`config.mk`:
```
export PLATFORM = sky130hd
export DESIGN_NAME = uart_rx_fifo
export DESIGN_NICKNAME = d
export VERILOG_FILES = /design/src/rtl/uart_rx_fifo.sv
export SDC_FILE = /design/constraint.sdc
export NUM_CORES = 1
export LEC_CHECK = 0
export ABC_AREA = 1
export BUFFER_PORTS_ARGS = -buffer_cell sky130_fd_sc_hd__buf_2
export CAP_MARGIN = 20
export CORE_ASPECT_RATIO = 1.5
export CORE_UTILIZATION = 29
export CTS_CLUSTER_SIZE = 30
export DETAILED_ROUTE_END_ITERATION = 10
export GPL_TIMING_DRIVEN = 0
export PLACE_DENSITY_LB_ADDON = 0.25
export SLEW_MARGIN = 20
export SYNTH_ARGS = -nofsm -noshare
export SYNTH_HDL_FRONTEND = slang
export SYNTH_SLANG_ARGS = --single-unit
export TNS_END_PERCENT = 5
```
`constraint.sdc`:
```
create_clock -name clk -period 2.85 [get_ports clk]
set_input_delay 0.285 -clock clk [delete_from_list [all_inputs] [get_ports clk]]
set_output_delay 0.285 -clock clk [all_outputs]
set_load 0.01 [all_outputs]
```
`src/rtl/uart_rx_fifo.sv`:
```
`default_nettype none
// ============================================================================
// Module   : uart_rx_fifo
// Brief    : Show-ahead receive FIFO between the UART receiver and the bus.
//            Stores {frame_err, byte} entries, reports the fill level, a
//            sticky overrun flag and a threshold interrupt.
// Revision : 1.0 - initial release
// ============================================================================
module uart_rx_fifo #(
   parameter int ADDR_W = 4,
   parameter int THRESH = 8
) (
   input  logic              clk,
   input  logic              i_rst_n,
   input  logic              i_rx_valid,
   input  logic [7:0]        i_rx_byte,
   input  logic              i_rx_frame_err,
   input  logic              i_rd_en,
   input  logic              i_clr_ovr,
   output logic [31:0]       o_rd_data,
   output logic [ADDR_W:0]   o_count,
   output logic              o_empty,
   output logic              o_full,
   output logic              o_overrun,
   output logic              o_rx_irq
);

   localparam int              c_DEPTH    = 2**ADDR_W;
   localparam logic [ADDR_W:0] c_FULL_CNT = (ADDR_W+1)'(c_DEPTH);
   localparam logic [ADDR_W:0] c_THRESH   = (ADDR_W+1)'(THRESH);

   logic [8:0]        r_mem [c_DEPTH];
   logic [ADDR_W-1:0] r_wr_ptr;
   logic [ADDR_W-1:0] r_rd_ptr;
   logic [ADDR_W:0]   r_count;
   logic              r_overrun;

   logic w_empty;
   logic w_full;
   logic w_pop;
   logic w_push;
   logic w_drop;

   assign w_empty = (r_count == '0);
   assign w_full  = (r_count == c_FULL_CNT);

   // A pop is only honoured when data is held; a push into a full FIFO is
   // accepted only when a pop in the same cycle frees the slot.
   assign w_pop  = i_rd_en && !w_empty;
   assign w_push = i_rx_valid && (!w_full || i_rd_en);
   assign w_drop = i_rx_valid && w_full && !i_rd_en;

   // Storage array write; deliberately not reset.
   always_ff @(posedge clk) begin
      if (w_push) begin
         r_mem[r_wr_ptr] <= {i_rx_frame_err, i_rx_byte};
      end
   end

   // Pointers and occupancy counter; pointers wrap naturally at DEPTH.
   always_ff @(posedge clk or negedge i_rst_n) begin
      if (!i_rst_n) begin
         r_wr_ptr <= '0;
         r_rd_ptr <= '0;
         r_count  <= '0;
      end else begin
         if (w_push) begin
            r_wr_ptr <= r_wr_ptr + ADDR_W'(1);
         end
         if (w_pop) begin
            r_rd_ptr <= r_rd_ptr + ADDR_W'(1);
         end
         case ({w_push, w_pop})
            2'b10:   r_count <= r_count + (ADDR_W+1)'(1);
            2'b01:   r_count <= r_count - (ADDR_W+1)'(1);
            default: r_count <= r_count;
         endcase
      end
   end

   // Sticky overrun flag; a drop in the same cycle as a clear keeps it set.
   always_ff @(posedge clk or negedge i_rst_n) begin
      if (!i_rst_n) begin
         r_overrun <= 1'b0;
      end else if (w_drop) begin
         r_overrun <= 1'b1;
      end else if (i_clr_ovr) begin
         r_overrun <= 1'b0;
      end
   end

   // Show-ahead head entry, zero-extended, forced to zero when empty.
   always_comb begin
      o_rd_data = 32'd0;
      if (!w_empty) begin
         o_rd_data = {23'd0, r_mem[r_rd_ptr]};
      end
   end

   assign o_count   = r_count;
   assign o_empty   = w_empty;
   assign o_full    = w_full;
   assign o_overrun = r_overrun;
   assign o_rx_irq  = (r_count >= c_THRESH) || r_overrun;

endmodule
`default_nettype wire

```
Word-level counts from Yosys, hierarchy flattened
Memory sizes are Yosys's and may differ from the RTL's.
Index checks and enable logic that the tools add are counted.
Operators by class
  add/sub/neg operators: 4
  magnitude comparators: 1
  equality and inequality tests: 3
  muxes and demuxes: 6
  reduce and logical (&&, ||, !) cells: 12
Operator list (number)
  5-bit one-hot mux with 2 select lines: 1
  9-bit two-way mux: 1
  4-bit by 1-bit adder with 4-bit output (second input constant): 2
  5-bit by 1-bit adder with 5-bit output (second input constant): 1
  5-bit equality test (second input constant): 1
  5-bit by 4-bit >= comparator with 1-bit output (second input constant): 1
  5-bit zero test: 1
  5-bit by 1-bit subtractor with 5-bit output (second input constant): 1
  1-bit logical AND: 4
  1-bit two-way mux: 4
  2-bit nonzero test: 2
  1-bit zero test: 3
  2-bit by 1-bit equality test with 1-bit output (second input constant): 1
  2-bit equality test (second input constant): 1
  1-bit logical OR: 2
Word-level totals
  bits in registers: 14
  bits in writable memories: 144
  bits of input ports: 14
  output and inout port bits: 41
  word-level logic and storage cells: 31
  memories kept: 1
Memory list
  r_mem: words 16, width 9, read ports 1, clocked after memory_dff 0, wr ports 1, line 32  | logic [8:0] r_mem [c_DEPTH];

Depth between registers and ports, before layout
  depth after elaboration: 6
  mapped depth: 19
  depth with buffers taken out: 18

Least setup slack after synthesis
OpenSTA, ideal clock, no wires.
  path type: register to register
  from: reg r_count[3], in the netlist o_count[3]
  to: reg r_count[4], in the netlist o_count[4]
  library setup time: 117 ps
  arrival time: 2127 ps
  required time: 2733 ps
  slack: 605 ps
  cell stages (with the launch flop): 20
  path buffers: 1
  period minus slack after synthesis: 2245 ps
  cells stage by stage: dfrtp_1 -> nor2_1 -> nand3_2 -> nor2_1 -> inv_1 -> nand2_1 -> inv_2 -> ha_1 -> clkbuf_2 -> nand2_1 -> inv_1 -> nor2_1 -> ha_1 -> a21oi_1 -> nor2_1 -> nand2_1 -> nand2_1 -> nand2_1 -> nand3_1 -> nand2_1
Between the ends
  elaborated cells between the ends (all ways): 13
  those cells by class: add/sub (2); eq/ne (3); mux (1); reduce/logical (7)
RTL lines
  start, declared: line 35  | logic [ADDR_W:0] r_count;
  start signal, assigned: line 74  | 2'b10: r_count <= r_count + (ADDR_W+1)'(1);
  start signal, assigned: line 75  | 2'b01: r_count <= r_count - (ADDR_W+1)'(1);
  start signal, assigned: line 76  | default: r_count <= r_count;
  5-bit zero test (*): line 44  | assign w_empty = (r_count == '0);
  1-bit zero test (*)
  1-bit logical AND (*): line 49  | assign w_pop = i_rd_en && !w_empty;
  via w_pop: line 40  | logic w_pop;
  2-bit by 1-bit equality test with 1-bit output or 2-bit equality test (tied branches): line 73  | case ({w_push, w_pop})
  5-bit one-hot mux with 2 select lines or 2-bit nonzero test (tied branches)
The timed path passes the listed nets; every way through them passes the cells marked *.
A chain may end at the register's enable or synchronous reset.

Worst setup path in the final report
  from: reg r_rd_ptr[0]
  to: out o_rd_data[1]
Between the ends
  longest elaborated chain between the ends: 2
RTL lines
  start, declared: line 34  | logic [ADDR_W-1:0] r_rd_ptr;
  start signal, assigned: line 71  | r_rd_ptr <= r_rd_ptr + ADDR_W'(1);
  memory read 16 x 9 bit
  9-bit two-way mux: line 95  | if (!w_empty) begin
  end, declared: line 20  | output logic [31:0] o_rd_data,
No other way between the ends.

==> impl_metrics.py <==
metrics = {
    "clocking": {
        "post_cts_clock_slew_at_the_launch_and_capture_registers_of_the_worst_setup_and_hold_paths_ps": 70,
        "clock_insertion_delay_worst_skew_ps": 430,
        "cts-root-buf": "sky130_fd_sc_hd__clkbuf_16",
        "post_cts.repair.setup_buffers": 0,
        "cts_resized": 0,
        "tritoncts_clock_tree": "done",
        "cts-htree-levels": 4,
        "cts_num_sinks": 158,
        "clk_path_buf_depth": 2,
        "cts_made_buffers": 17,
    },
    "synth": {
        "synth.yosys.warnings": 0,
        "post_synth_and_or_nand_nor_area_fraction_pct": 21.9,
        "synth-seq-area-share_pct": 67.7,
        "synthesis.instances": 627,
        "post_synthesis_share_of_cell_area_spent_on_xor_and_xnor_gates_pct": 0.888,
        "post-synth-top-count-cell": "sky130_fd_sc_hd__nand2_1",
        "avgSynthCellArea_sq_um": 11.0,
        "unique_cell_type_count_in_the_yosys_netlist": 25,
        "synth_async_sr_flop_share_pct": 8.86,
        "post_synth_fa_ha_maj_area_fraction_pct": 1.45,
        "synth-compound-area-share_pct": 1.67,
        "biggest_area_consumer_among_synthesized_cells": "sky130_fd_sc_hd__edfxtp_1",
        "edff_count_synth": 144,
        "mux_contribution_to_synthesized_area_pct": 0,
        "synth.ff_latch_count": 158,
        "synth.top_cell.area_share_pct": 62.6,
        "synth_area_sq_um": 6910,
        "synth.cells.most_frequent": "sky130_fd_sc_hd__nand2_1 (218), sky130_fd_sc_hd__edfxtp_1 (144), sky130_fd_sc_hd__nand3_1 (116), sky130_fd_sc_hd__buf_4 (28), sky130_fd_sc_hd__nor2_1 (23)",
        "synth_top_cells_by_area": "sky130_fd_sc_hd__edfxtp_1 (63%), sky130_fd_sc_hd__nand2_1 (12%), sky130_fd_sc_hd__nand3_1 (8.4%), sky130_fd_sc_hd__dfrtp_1 (5.1%), sky130_fd_sc_hd__buf_4 (3.0%)",
        "most_frequently_used_flop_master_after_synthesis": "sky130_fd_sc_hd__edfxtp_1",
        "main_combinational_cell_family_by_area_after_synthesis": "simple AND/OR/NAND/NOR gates",
    },
    "global_route": {
        "grt_first_pass_wirelength_um": 27000,
        "first_global_vias": 4452,
        "grt_usage_pct": 15.9,
        "grt_overflow_total": 0,
        "grt_max_degree": 17,
        "antenna_violations_before_repair": 0,
    },
    "critical_path": {
        "ff2ff_setup_slack_ps": 340,
        "r2r-end": "o_count[4]$_DFFE_PN0P_",
        "cp-end-kind": "primary output",
        "arrival_time_reported_for_the_critical_path_endpoint_ps": 2320,
        "timing.critical_path.required_ps": 2570,
        "timing.reg2reg.worst_path_depth": 19,
        "crit_path_start": "r_rd_ptr[0]$_DFFE_PN0P_",
        "criticalPathCategory": "reg2out",
        "critPathLaunchType": "flip-flop",
        "rr_startpoint": "o_count[3]$_DFFE_PN0P_",
        "cp-endpoint": "o_rd_data[1]",
        "cp_max_fo": 10,
    },
    "timing": {
        "worst_slew_pin_slew_ps": 1070,
        "period_share_pct": 91.5,
        "timing.final.ws_setup_ps": 243,
        "totalNegativeSetupSlack_ps": 0,
        "timing_max_transition_violations_final": 0,
        "timing.final.crit_period_ps": 2610,
        "max_freq_ghz": 0.384,
        "relSlewSlack_pct": 28.5,
        "report.final.setup_viol": 0,
        "final_hold_viol_count": 0,
        "worst_clock_skew_ps": 10.0,
        "grt_setup_unrepaired": "no",
    },
    "floorplan": {
        "rows": 68,
        "dieWidth_um": 128,
        "area_enclosed_by_the_die_boundary_sq_um": 24500,
        "floorplan.core_area_sq_um": 23200,
        "io_pins": 55,
        "floorplan.die.height_um": 191,
        "start_util_pct": 29.7,
    },
    "route": {
        "antenna_violating_nets_post_route": 0,
        "drtIter0Drc": 279,
        "vias": 4526,
        "dr.pass1.iters": 5,
        "drc": 0,
        "routed_wire_length_per_instance_um": 17.8,
        "drt-vias-per-instance": 4.40,
        "postRouteWirelength_um": 18300,
    },
    "final_layout": {
        "design.final.nets": 722,
        "drive_above_1_share_pct": 16.5,
        "area_delta_synth_final_pct": 17.4,
        "post_route_cell_area_sq_um": 8110,
        "antenna-diode-count": 0,
        "layoutNonFillerInstCount": 1028,
    },
    "power_and_ir_drop": {
        "net-switching-power_mw": 3.29,
        "total_power_mw": 8.31,
        "p_leak_nw": 3.21,
        "power_density_nw_per_um2": 1020,
        "p_int_mw": 5.02,
        "clockPowerShare_pct": 26.1,
        "switching_share_pct": 39.6,
        "power.share.sequential_pct": 35.7,
        "vdd.ir_drop.worst_mv": 0.560,
        "combPwrFrac_pct": 38.2,
    },
    "hold_path": {
        "holdPathStages": 2,
        "hold_path.class": "in2reg",
    },
    "placed_design": {
        "port_buffers": 31,
        "dpl_cell_area_sq_um": 7540,
        "routabilityCongestion": 0.842,
        "dp_cells": 995,
        "place.detailed.hpwl_um": 13100,
        "pre_cts_slack_ps": 350,
    },
    "job": {
        "number_of_maximum_capacitance_constraint_violations": 0,
    },
    "outcome": {
        "status": "finished clean",
    },
}
[sequential cells by signal, indices dropped and copies added (netlist names)]
register   cells
r_mem        144
o_count        5
r_rd_ptr       4
r_wr_ptr       4
o_overrun      1
[power groups by stage]
stage / Sequential (mW) / Clock [mW] / Combinational, mW
floorplan: 2.99 / 0 / 2.02
global placement: 3.01 / 0 / 3.20
detailed placement: 3.02 / 0 / 3.21
CTS: 2.97 / 2.21 / 3.22
global route: 2.99 / 2.28 / 3.52
finish: 2.96 / 2.17 / 3.18
[final cells by class]
cell class	count	area (sq um)
fillers	2329	15100
flip-flops and latches	158	4670
multi-input cells	418	1880
clock buffers	17	425
well taps	315	394
plain buffers	52	359
repair buffers	32	165
clock inverters	15	138
inverters	21	78.8
[critical path, cell delays in order, from the launching register on]
cell                      delay (ps)
sky130_fd_sc_hd__dfrtp_1         420
sky130_fd_sc_hd__inv_2           190
sky130_fd_sc_hd__buf_2           310
sky130_fd_sc_hd__nand2_1          80
sky130_fd_sc_hd__nand3_1         100
sky130_fd_sc_hd__nand3_1         170
sky130_fd_sc_hd__nand2_1         110
sky130_fd_sc_hd__nand2_1          50
sky130_fd_sc_hd__a21oi_1         260
sky130_fd_sc_hd__buf_2           190
[how the worst min path moves through the flow]
| stage | to | start |
|---|---|---|
| 6_report | o_overrun$_DFFE_PN0P_ | i_clr_ovr |
| 5_1_grt | o_overrun$_DFFE_PN0P_ | i_clr_ovr |
| 4_1_cts | o_overrun$_DFFE_PN0P_ | i_clr_ovr |
| 3_5_place_dp | r_wr_ptr[0]$_DFFE_PN0P_ | i_rst_n |
| 3_3_place_gp | r_wr_ptr[0]$_DFFE_PN0P_ | i_rst_n |
| 2_1_floorplan | o_count[0]$_DFFE_PN0P_ | i_rst_n |
[metrics by stage]
| stage | util, % | hold slack (ps) |
|---|---|---|
| after floorplan | - | -10.6 |
| after global placement | 32.5 | 225 |
| after detailed placement | 32.5 | 224 |
| after CTS | 34.9 | 14.6 |
| after global routing | 34.9 | 33.4 |
| final | 34.9 | 26.8 |
[repair_timing]
item	in CTS	in global routing
hold buffers	1	0
endpoints found under the hold margin	14	0
endpoints found under the setup margin	0	0
[layout by cell type, fill, tap and decap left out, types with 3 or more instances in the layout]
cell	Yosys	layout
sky130_fd_sc_hd__dfrtp_1	14	14
sky130_fd_sc_hd__buf_4	28	28
sky130_fd_sc_hd__conb_1	1	23
sky130_fd_sc_hd__o21ai_0	8	8
sky130_fd_sc_hd__inv_1	17	17
sky130_fd_sc_hd__buf_6	5	5
sky130_fd_sc_hd__nand2_1	218	218
sky130_fd_sc_hd__clkinvlp_4	0	5
sky130_fd_sc_hd__xor2_1	5	5
sky130_fd_sc_hd__buf_2	16	47
sky130_fd_sc_hd__inv_2	3	3
sky130_fd_sc_hd__a21oi_1	10	10
sky130_fd_sc_hd__inv_6	0	5
sky130_fd_sc_hd__edfxtp_1	144	144
sky130_fd_sc_hd__clkbuf_16	0	17
sky130_fd_sc_hd__nor2_1	23	23
sky130_fd_sc_hd__ha_1	8	8
sky130_fd_sc_hd__nand3_1	116	116
[kinds of logic after synthesis]
group	Yosys count
compound gates	20
xor+xnor	7
fa+ha+maj	8
buf+inv	73
flops	158
other cells	1
simple gates	360
[routing by layer]
metal / up-vias / GRT usage (%) / wire length [um]
met2: 119 / 28.5 / 9610
met1: 2128 / 17.5 / 7350
met3: 30 / 2.27 / 489
li1: 2249 / - / -
met5: - / 0 / 0
met4: 0 / 9.86 / 814
Note: power is estimated with default switching activity, not from simulation.
